<file path="config.mk">
export PLATFORM = sky130hd
export DESIGN_NAME = pwm_decoder_ctrl_flat
export DESIGN_NICKNAME = d
export VERILOG_FILES = /design/src/rtl/pwm_ctrl_pkg.sv /design/src/rtl/pwm_decoder_ctrl_if.sv /design/src/rtl/pwm_decoder_ctrl_sym_fifo2.sv /design/src/rtl/pwm_decoder_ctrl.sv /design/src/flat_wrapper.sv
export SDC_FILE = /design/constraint.sdc
export NUM_CORES = 1
export LEC_CHECK = 0
export CAP_MARGIN = 20
export CORE_UTILIZATION = 35
export CTS_BUF_LIST = sky130_fd_sc_hd__clkbuf_8
export CTS_CLUSTER_SIZE = 8
export DETAILED_ROUTE_END_ITERATION = 6
export PLACE_DENSITY = 0.56
export SETUP_SLACK_MARGIN = 0.5
export SYNTH_ARGS = -nofsm -noshare
export SYNTH_HDL_FRONTEND = slang
export SYNTH_SLANG_ARGS = --single-unit
</file>
<file path="constraint.sdc">
create_clock -name clock -period 3.7 [get_ports clock]
set_clock_uncertainty 0.15 [all_clocks]
set_input_delay 1.11 -clock clock [delete_from_list [all_inputs] [get_ports clock]]
set_output_delay 1.11 -clock clock [all_outputs]
set_load 0.05 [all_outputs]
</file>
<file path="src/rtl/pwm_ctrl_pkg.sv">
// pwm_ctrl_pkg: shared types and default constants for the PWM decoder sequencer.
package pwm_ctrl_pkg;
    localparam int SYM_W             = 8;
    localparam int SAMPLE_W          = 16;
    localparam int SYMBOL_LEN_DEF    = 64;
    localparam int SETTLE_CYCLES_DEF = 2;
    localparam int ARM_TIMEOUT_DEF   = 1023;
    localparam logic signed [SAMPLE_W-1:0] REF_THRESH_DEF = 16'sd20;
    typedef enum logic [2:0] {IDLE, ARMED, COUNT, SETTLE, CAPTURE} state_t;
endpackage

</file>
<file path="src/rtl/pwm_decoder_ctrl_if.sv">
// pwm_decoder_ctrl_if: decoded-symbol stream (sym_data/sym_last/sym_valid from the producer, sym_ready from the consumer).
interface pwm_decoder_ctrl_if;
    import pwm_ctrl_pkg::*;
    logic signed [SYM_W-1:0] sym_data;
    logic                    sym_last;
    logic                    sym_valid;
    logic                    sym_ready;
    modport master (output sym_data, sym_last, sym_valid, input sym_ready);
    modport slave  (input sym_data, sym_last, sym_valid, output sym_ready);
endinterface

</file>
<file path="src/rtl/pwm_decoder_ctrl_sym_fifo2.sv">
// sym_fifo2: 2-entry first-word-fall-through FIFO; push/push_data/full on the write side, out_valid/out_data/out_ready on the read side; all outputs registered.
module sym_fifo2 (
    input  logic       clock,
    input  logic       reset,
    input  logic       push,
    input  logic [8:0] push_data,
    output logic       full,
    output logic       out_valid,
    output logic [8:0] out_data,
    input  logic       out_ready
);
    logic [8:0] r1;
    logic [1:0] cnt, cnt_nxt;
    logic       pop, push_ok, wr0, wr1, shift;
    always_comb begin
        pop     = out_valid && out_ready;
        push_ok = push && (!full || pop);
        cnt_nxt = cnt + {1'b0, push_ok} - {1'b0, pop};
        // out_data is the head entry; r1 holds the second entry when two are queued
        wr0     = push_ok && (cnt == 2'd0 || (cnt == 2'd1 && pop));
        wr1     = push_ok && (cnt == 2'd2 || (cnt == 2'd1 && !pop));
        shift   = pop && cnt == 2'd2;
    end
    always_ff @(posedge clock or posedge reset) begin
        if (reset) begin
            cnt       <= '0;
            full      <= 1'b0;
            out_valid <= 1'b0;
            out_data  <= '0;
            r1        <= '0;
        end else begin
            cnt       <= cnt_nxt;
            full      <= cnt_nxt == 2'd2;
            out_valid <= cnt_nxt != 2'd0;
            out_data  <= shift ? r1 : wr0 ? push_data : out_data;
            r1        <= wr1 ? push_data : r1;
        end
    end
endmodule

</file>
<file path="src/rtl/pwm_decoder_ctrl.sv">
// pwm_decoder_ctrl: arms on ref_in, gates the decoder enable window per symbol, captures decoded_symbol and streams a frame out.
// Ports: clock/reset; start+frame_len request a frame; ref_in arms; enable_counter/decoded_symbol talk to the decoder;
// sym (master) carries symbols; busy/done/timeout/overflow report status.
module pwm_decoder_ctrl
    import pwm_ctrl_pkg::*;
#(
    parameter int SYMBOL_LEN    = SYMBOL_LEN_DEF,
    parameter int SETTLE_CYCLES = SETTLE_CYCLES_DEF,
    parameter logic signed [SAMPLE_W-1:0] REF_THRESH = REF_THRESH_DEF,
    parameter int ARM_TIMEOUT   = ARM_TIMEOUT_DEF
) (
    input  logic                       clock,
    input  logic                       reset,
    input  logic                       start,
    input  logic [7:0]                 frame_len,
    input  logic signed [SAMPLE_W-1:0] ref_in,
    output logic                       enable_counter,
    input  logic signed [SYM_W-1:0]    decoded_symbol,
    pwm_decoder_ctrl_if.master         sym,
    output logic                       busy,
    output logic                       done,
    output logic                       timeout,
    output logic                       overflow
);
    state_t      state, state_nxt;
    logic [15:0] cnt;
    logic [7:0]  idx, flen;
    logic        q, qual, arm_go, arm_end, sym_end, set_end, is_last, start_ok, push, full, pop;
    logic        en_d, busy_d, done_d, to_d;
    logic [8:0]  word;
    always_comb begin
        qual     = ref_in > REF_THRESH;
        arm_go   = qual && q;
        arm_end  = cnt == 16'(ARM_TIMEOUT - 1);
        sym_end  = cnt == 16'(SYMBOL_LEN - 1);
        set_end  = cnt == 16'(SETTLE_CYCLES - 1);
        is_last  = idx == flen - 8'd1;
        start_ok = state == IDLE && start && frame_len != 8'd0;
        push     = state == CAPTURE;
        pop      = sym.sym_valid && sym.sym_ready;
    end
    always_ff @(posedge clock or posedge reset) begin
        if (reset) state <= IDLE;
        else       state <= state_nxt;
    end
    always_comb begin
        state_nxt = state;
        case (state)
            IDLE:    state_nxt = start_ok ? ARMED : IDLE;
            ARMED:   state_nxt = arm_go ? COUNT : arm_end ? IDLE : ARMED;
            COUNT:   state_nxt = sym_end ? SETTLE : COUNT;
            SETTLE:  state_nxt = set_end ? CAPTURE : SETTLE;
            CAPTURE: state_nxt = is_last ? IDLE : COUNT;
            default: state_nxt = IDLE;
        endcase
    end
    // Output values are computed from the next state so the registered outputs line up with it
    always_comb begin
        en_d   = state_nxt == COUNT;
        busy_d = state_nxt != IDLE;
        done_d = (state == IDLE && start && frame_len == 8'd0) || (state == CAPTURE && is_last);
        to_d   = state == ARMED && !arm_go && arm_end;
    end
    always_ff @(posedge clock or posedge reset) begin
        if (reset) begin
            cnt            <= '0;
            q              <= 1'b0;
            idx            <= '0;
            flen           <= '0;
            enable_counter <= 1'b0;
            busy           <= 1'b0;
            done           <= 1'b0;
            timeout        <= 1'b0;
            overflow       <= 1'b0;
        end else begin
            // Per-state cycle counter restarts on every state change
            cnt            <= (state_nxt != state || state == IDLE) ? '0 : cnt + 16'd1;
            // First half of the two-sample arm debounce
            q              <= state == ARMED && qual;
            idx            <= start_ok ? '0 : push ? idx + 8'd1 : idx;
            flen           <= start_ok ? frame_len : flen;
            enable_counter <= en_d;
            busy           <= busy_d;
            done           <= done_d;
            timeout        <= to_d;
            overflow       <= start_ok ? 1'b0 : (push && full && !pop) ? 1'b1 : overflow;
        end
    end
    sym_fifo2 u_fifo (
        .clock     (clock),
        .reset     (reset),
        .push      (push),
        .push_data ({is_last, decoded_symbol}),
        .full      (full),
        .out_valid (sym.sym_valid),
        .out_data  (word),
        .out_ready (sym.sym_ready)
    );
    assign sym.sym_data = $signed(word[7:0]);
    assign sym.sym_last = word[8];
endmodule

</file>
<file path="src/flat_wrapper.sv">
// flat-port wrapper written by rule: the top's interface ports become plain ports
module pwm_decoder_ctrl_flat import pwm_ctrl_pkg::*;
#(
    parameter int SYMBOL_LEN    = SYMBOL_LEN_DEF,
    parameter int SETTLE_CYCLES = SETTLE_CYCLES_DEF,
    parameter logic signed [SAMPLE_W-1:0] REF_THRESH = REF_THRESH_DEF,
    parameter int ARM_TIMEOUT   = ARM_TIMEOUT_DEF
)
  (clock, reset, start, frame_len, ref_in, enable_counter, decoded_symbol, busy, done, timeout, overflow, sym_sym_data, sym_sym_last, sym_sym_valid, sym_sym_ready);
  pwm_decoder_ctrl_if sym_i ();
  input  logic clock;
  input  logic reset;
  input  logic start;
  input  logic [7:0] frame_len;
  input  logic signed [SAMPLE_W-1:0] ref_in;
  output logic enable_counter;
  input  logic signed [SYM_W-1:0] decoded_symbol;
  output logic busy;
  output logic done;
  output logic timeout;
  output logic overflow;
  output wire logic [$bits(sym_i.sym_data)-1:0] sym_sym_data;
  output wire logic [$bits(sym_i.sym_last)-1:0] sym_sym_last;
  output wire logic [$bits(sym_i.sym_valid)-1:0] sym_sym_valid;
  input wire logic [$bits(sym_i.sym_ready)-1:0] sym_sym_ready;
  assign sym_sym_data = sym_i.sym_data;
  assign sym_sym_last = sym_i.sym_last;
  assign sym_sym_valid = sym_i.sym_valid;
  assign sym_i.sym_ready = sym_sym_ready;
  pwm_decoder_ctrl #(.SYMBOL_LEN(SYMBOL_LEN), .SETTLE_CYCLES(SETTLE_CYCLES), .REF_THRESH(REF_THRESH), .ARM_TIMEOUT(ARM_TIMEOUT)) u_core (.clock(clock), .reset(reset), .start(start), .frame_len(frame_len), .ref_in(ref_in), .enable_counter(enable_counter), .decoded_symbol(decoded_symbol), .sym(sym_i), .busy(busy), .done(done), .timeout(timeout), .overflow(overflow));
endmodule
</file>
==> results.sh, run 1 <==
export IMPL_cp_data_arrival_time_ns=3.11
export IMPL_grt_pass1_wl_mm=12.2
export IMPL_dp_hpwl_mm=4.84
export IMPL_p_int_mw=1.83
export IMPL_antennaDiodeCount=0
export IMPL_cts_tree="built"
export IMPL_p_seq_share_pct=35.9
export IMPL_synth_cells=315
export IMPL_grt_max_degree=64
export IMPL_cts_sinks=63
export IMPL_synth_most_common_cell="dfrtp_1"
export IMPL_crit_required_ns=3.80
export IMPL_switchingPower_mw=1.16
export IMPL_clockPowerShare_pct=24.9
export IMPL_cp_start_kind="input pin"
export IMPL_cts_clk_slew_worst_paths_ns=0.07
export IMPL_synth_warnings=0
export IMPL_crit_fanout=16
export IMPL_synth_top_area_cell="dfrtp_1"
export IMPL_cts_repair_resized=0
export IMPL_drive_gt1_share_pct=13.0
export IMPL_postCtsHoldBufs=0
export IMPL_fin_crit_sh_pct=81.5
export IMPL_die_h_um=98.9
export IMPL_ys_async_sr_fraction_pct=100
export IMPL_h_tree_depth=3
export IMPL_grt_ovfl_total=0
export IMPL_hold_slack_ns=0.359
export IMPL_drt_iter0_drc=64
export IMPL_hp_class="reg -> reg"
export IMPL_max_stage_delay_ns=0.57
export IMPL_ys_ff_latch=63
export IMPL_first_global_vias=2555
export IMPL_netlist_area_leader_share_pct=47.9
export IMPL_dieArea_sq_um=9790
export IMPL_grt_antenna_before_repair=0
export IMPL_post_cts_setup_buffers=0
export IMPL_first_pass_iters=4
export IMPL_ys_types=47
export IMPL_synth_nets=358
export IMPL_clock_fmax_ghz=0.332
export IMPL_die_w_um=98.9
export IMPL_synthesis_area_sq_um=3290
export IMPL_synth_main_ff_cell="dfrtp_1"
export IMPL_seq_area_frac_synth_pct=47.9
export IMPL_vdd_drop_max_uv=306
export IMPL_setup_viol=0
export IMPL_via_count=2538
export IMPL_synth_edf_count=0
export IMPL_area_delta_synth_final_pct=26.7
export IMPL_max_slew_margin_pct=63.1
export IMPL_cap_violations=0
export IMPL_numCtsBuffers=9
export IMPL_crit_path_cell_trace="clkdlybuf4s50_1 -> or4_1 -> nor4_4 -> a21bo_2 -> a31oi_4 -> nor3_1"
export IMPL_track_usage_pct=15.9
export IMPL_ioPinCount=51
export IMPL_core_area_sq_um=9150
export IMPL_p_leak_nw=1.83
export IMPL_finalSetupTns_ns=0
export IMPL_place_congestion=0.766
export IMPL_ant_nets=0
export IMPL_clk_latency_ns=0.34
export IMPL_final_setup_worst_slack_ns=0.685
export IMPL_stdcell_count=487
export IMPL_routed_wirelength_mm=7.04
export IMPL_start_util_pct=35.9
export IMPL_status="finished clean"
export IMPL_place_ws_ns=0.326
export IMPL_power_density_nw_per_um2=716
export IMPL_fin_crit_ns=3.02
export IMPL_slowest_stage="or4_1"
export IMPL_synthTopCellsByCount="63 x dfrtp_1, 29 x nor2_1, 22 x nor3_1"
export IMPL_total_power_mw=2.98
export IMPL_rows=35
export IMPL_rsz0062_at_grt="false"
export IMPL_final_util_pct=45.5
export IMPL_swShare_pct=38.7
export IMPL_root_buffer="clkbuf_8"
export IMPL_portBuffers=50
export IMPL_wl_per_cell_um=14.5
export IMPL_avgSynthCellArea_sq_um=10.4
export IMPL_worstMarginPinSlew_ns=0.549
export IMPL_fin_area_sq_um=4170
export IMPL_place_area_sq_um=3920
export IMPL_pwr_share_comb_pct=39.2
export IMPL_synth_area_leaders="dfrtp_1 48%, xor2_1 5.3%, mux2_2 5.1%"
export IMPL_hold_violations=0
export IMPL_place_inst=471
export IMPL_finalNetCount=414
export IMPL_cts_buffer_depth=2
export IMPL_viasPerCell=5.21
export IMPL_crit_path_end_kind="register"
export IMPL_drc_errors=0
export IMPL_worstSetupPathType="in -> reg"
export IMPL_finalMaxSlewViolations=0
worst max-delay path, delay by kind of cell:
| family | cells | cell delay [ns] |
|---|---|---|
| buffers and inverters | 1 | 0.39 |
| AO/OA/AOI/OAI | 2 | 0.45 |
| AND/OR/NAND/NOR | 3 | 1.15 |
worst paths after layout:
check | from | endpoint | slack [ns] | cells after the start
worst max-delay path | ref_in[14] | u_core.cnt[3] | 0.68 | 6
worst min register to register | u_core.u_fifo.r1[1] | u_core.u_fifo.r1[1] | 0.36 | 1
worst min-delay path | u_core.u_fifo.r1[1] | u_core.u_fifo.r1[1] | 0.36 | 1
worst max register to register | u_core.cnt[1] | u_core.cnt[3] | 1.11 | 7
max in group asynchronous | reset | u_core.done | 2.13 | 3
min in group asynchronous | reset | u_core.idx[7] | 1.01 | 3
routing by layer:
layer / track usage (%) / part of all wire [%]
met4: 6.89 / 1.9
met3: 4.11 / 5.0
met2: 24.9 / 45
met5: 0 / 0
met1: 20.7 / 48
layout by cell type, fill, tap and decap left out, types with 9 or more instances in the layout:
master,n
xor2_1,20
clkdlybuf4s50_1,50
nor2_1,29
xnor2_1,11
inv_1,10
mux2_2,15
a21oi_1,18
clkbuf_8,10
nand2_1,20
nand4_1,9
dfrtp_1,63
nor3_1,22
area by class of cell:
type / count / area (sq um)
clock buffers: 10 / 138
clock inverters: 6 / 108
fillers: 880 / 4990
inverters: 11 / 41.3
multi-input cells: 231 / 1610
flip-flops and latches: 63 / 1580
well taps: 111 / 139
repair buffers: 55 / 551
flip-flops by register name, indices dropped and copies added (netlist names), 2 cells and up:
register / cells
u_core.idx: 8
u_core.cnt: 16
u_core.flen: 8
u_core.u_fifo.out_data: 9
u_core.u_fifo.cnt: 2
u_core.u_fifo.r1: 9
u_core.state: 3
power groups by stage:
stage	Combinational (mW)	Clock, mW	Sequential (mW)
global route	1.29	0.792	1.10
detailed placement	1.17	0	1.09
CTS	1.18	0.763	1.07
global placement	1.16	0	1.08
finish	1.17	0.742	1.07
floorplan	0.721	0	1.22
cell families after synthesis:
group                    count (synthesis)  synth area share, %
multiplexers                            23                 7.57
XOR/XNOR                                31                 8.26
adder cells (fa/ha/maj)                  7                 2.66
AND/OR/NAND/NOR                        127                 21.3
AO/OA/AOI/OAI                           43                 9.21
flip-flops                              63                 47.9
buffers and inverters                   21                 3.01
(Power assumes the default switching activity.)
==> run 2, diff against run 1 <==
--- a/config.mk
+++ b/config.mk
@@ -10,7 +10,7 @@
 export CTS_BUF_LIST = sky130_fd_sc_hd__clkbuf_8
 export CTS_CLUSTER_SIZE = 8
 export DETAILED_ROUTE_END_ITERATION = 6
-export PLACE_DENSITY = 0.56
+export PLACE_DENSITY = 0.58
 export SETUP_SLACK_MARGIN = 0.5
 export SYNTH_ARGS = -nofsm -noshare
 export SYNTH_HDL_FRONTEND = slang
==> constraint.sdc (replaced) <==
create_clock -name clock -period 2.5 [get_ports clock]
set_clock_uncertainty 0.15 [all_clocks]
set_input_delay 0.75 -clock clock [delete_from_list [all_inputs] [get_ports clock]]
set_output_delay 0.75 -clock clock [all_outputs]
set_load 0.05 [all_outputs]
==> run 2 against run 1 <==
Against the previous run: via count up 5.6%; non-clock buffer count increased by 38; clock power rose by 21%; power increased by 71%; highest routed layer unchanged; critical endpoint is now u_core.cnt[9].
==> results.sh, run 2 (synthesized netlist as in run 1, its figures left out) <==
export IMPL_status="finished clean"
export IMPL_grt_ovfl_total=0
export IMPL_crit_required_ns=2.59
export IMPL_fin_crit_sh_pct=90.2
export IMPL_cts_clk_slew_worst_paths_ns=0.07
export IMPL_grt_pass1_wl_mm=13.4
export IMPL_start_util_pct=35.9
export IMPL_first_global_vias=2792
export IMPL_first_pass_iters=4
export IMPL_power_density_nw_per_um2=1070
export IMPL_numCtsBuffers=9
export IMPL_final_common_cell="dfrtp_1"
export IMPL_fin_area_sq_um=4770
export IMPL_drc_errors=0
export IMPL_core_area_sq_um=9150
export IMPL_finalMaxSlewViolations=0
export IMPL_dieArea_sq_um=9790
export IMPL_multi_input_area_sq_um=1980
export IMPL_fin_crit_ns=2.25
export IMPL_cp_data_arrival_time_ns=2.34
export IMPL_max_slew_margin_pct=57.8
export IMPL_rsz0062_at_grt="true"
export IMPL_cp_start_kind="register"
export IMPL_postCtsHoldBufs=0
export IMPL_cts_buffer_depth=2
export IMPL_via_count=2679
export IMPL_track_usage_pct=17.4
export IMPL_hold_depth=2
export IMPL_crit_path_cell_trace="or4_4 -> nor4_4 -> buf_4 -> o21ai_4 -> a31oi_4 -> buf_12 -> nor3_2"
export IMPL_vdd_drop_max_uv=571
export IMPL_routed_wirelength_mm=8.05
export IMPL_largest_register="u_core.cnt"
export IMPL_rows=35
export IMPL_cts_tree="built"
export IMPL_root_buffer="clkbuf_8"
export IMPL_h_tree_depth=3
export IMPL_path_buf_inv=2
export IMPL_ff_latch_area_sq_um=1580
export IMPL_reg_top3="u_core.cnt: 16 flops, u_core.u_fifo.out_data: 9 flops, u_core.u_fifo.r1: 9 flops"
export IMPL_cts_sinks=63
export IMPL_die_h_um=98.9
export IMPL_drive_gt1_share_pct=36.9
export IMPL_max_stage_delay_ns=0.59
export IMPL_worstMarginPinSlew_ns=0.630
export IMPL_dp_hpwl_mm=5.08
export IMPL_viasPerCell=5.09
export IMPL_wl_per_cell_um=15.3
export IMPL_slowest_stage="or4_4"
export IMPL_place_area_sq_um=4170
export IMPL_die_w_um=98.9
export IMPL_fill_cells=837
export IMPL_crit_path_end_kind="register"
export IMPL_setup_viol=0
export IMPL_place_congestion=0.770
export IMPL_final_cell_mix="61 x dfrtp_1, 34 x buf_4, 28 x nor2_1, 19 x xor2_1"
export IMPL_rr_worst_depth=7
export IMPL_clk_latency_ns=0.35
export IMPL_crit_family="simple AND/OR/NAND/NOR gates"
export IMPL_p_leak_nw=2.13
export IMPL_worstSetupPathType="reg -> reg"
export IMPL_hold_slack_ns=0.356
export IMPL_clock_fmax_ghz=0.444
export IMPL_area_delta_synth_final_pct=45.1
export IMPL_portBuffers=50
export IMPL_hp_class="reg -> reg"
export IMPL_crit_fanout=8
export IMPL_ioPinCount=51
export IMPL_ant_nets=0
export IMPL_finalNetCount=453
export IMPL_drt_iter0_drc=79
export IMPL_hold_violations=0
export IMPL_grt_antenna_before_repair=0
export IMPL_grt_max_degree=64
export IMPL_antennaDiodeCount=0
export IMPL_largest_register_ffs=16
export IMPL_worst_path_stages=7
export IMPL_cap_violations=0
run 2: metal layers:
| layer | vias up | share of wire, % | GRT usage (%) |
|---|---|---|---|
| met5 | - | 0 | 0 |
| met4 | 0 | 0.99 | 4.94 |
| met3 | 12 | 4.1 | 5.32 |
| met2 | 41 | 50 | 29.0 |
| met1 | 1315 | 45 | 21.7 |
| li1 | 1311 | - | - |
run 2: area by class of cell:
| type | count | area share, % |
|---|---|---|
| Tap cell | 111 | 2.91 |
| Timing Repair Buffer | 93 | 17.3 |
| Clock inverter | 6 | 1.29 |
| Inverter | 11 | 0.944 |
| Clock buffer | 10 | 2.88 |
| Multi-Input combinational cell | 232 | 41.5 |
| Sequential cell | 63 | 33.1 |
run 2: tightest hold or removal path, delay by kind of cell, from the launching register on:
kind / cells / cell delay [ns]
compound gates: 1 / 0.04
simple gates: 1 / 0.07
flops: 1 / 0.35
run 2: worst paths after layout:
check	end	start	slack, ns
max	u_core.cnt[9]	u_core.cnt[10]	0.25
min	u_core.overflow	u_core.overflow	0.36
max reg2reg	u_core.cnt[9]	u_core.cnt[10]	0.25
min reg2reg	u_core.overflow	u_core.overflow	0.36
max in group asynchronous	u_core.flen[0]	reset	1.21
min in group asynchronous	u_core.timeout	reset	0.67
run 2: stage by stage:
stage          setup slack [ns]  utilization (%)  instances  power [mW]  TNS [ns]
4_1_cts                   0.241             50.5        518        4.84         0
5_1_grt                   0.210             52.1        526        5.42         0
3_3_place_gp             -0.313             45.6        494        3.54     -8.91
2_1_floorplan            0.0935                -        315        2.98         0
3_5_place_dp             -0.360             45.6        494        3.57     -9.91
6_report                  0.246             52.1        526        5.11         0
run 2: power by group:
part | switching (mW) | total, mW | leakage, nW | internal, mW
registers | 0.273 | 1.58 | 0.818 | 1.31
logic | 1.44 | 2.64 | 1.21 | 1.20
clock network | 0.415 | 0.897 | 0.0957 | 0.482
total | 2.13 | 5.11 | 2.13 | 2.99
run 2: timing repair:
item	in CTS	in global routing
pin swaps	24	12
setup endpoints to repair	67	44
cloned	2	0
setup buffers	6	8
gates resized for setup	116	44
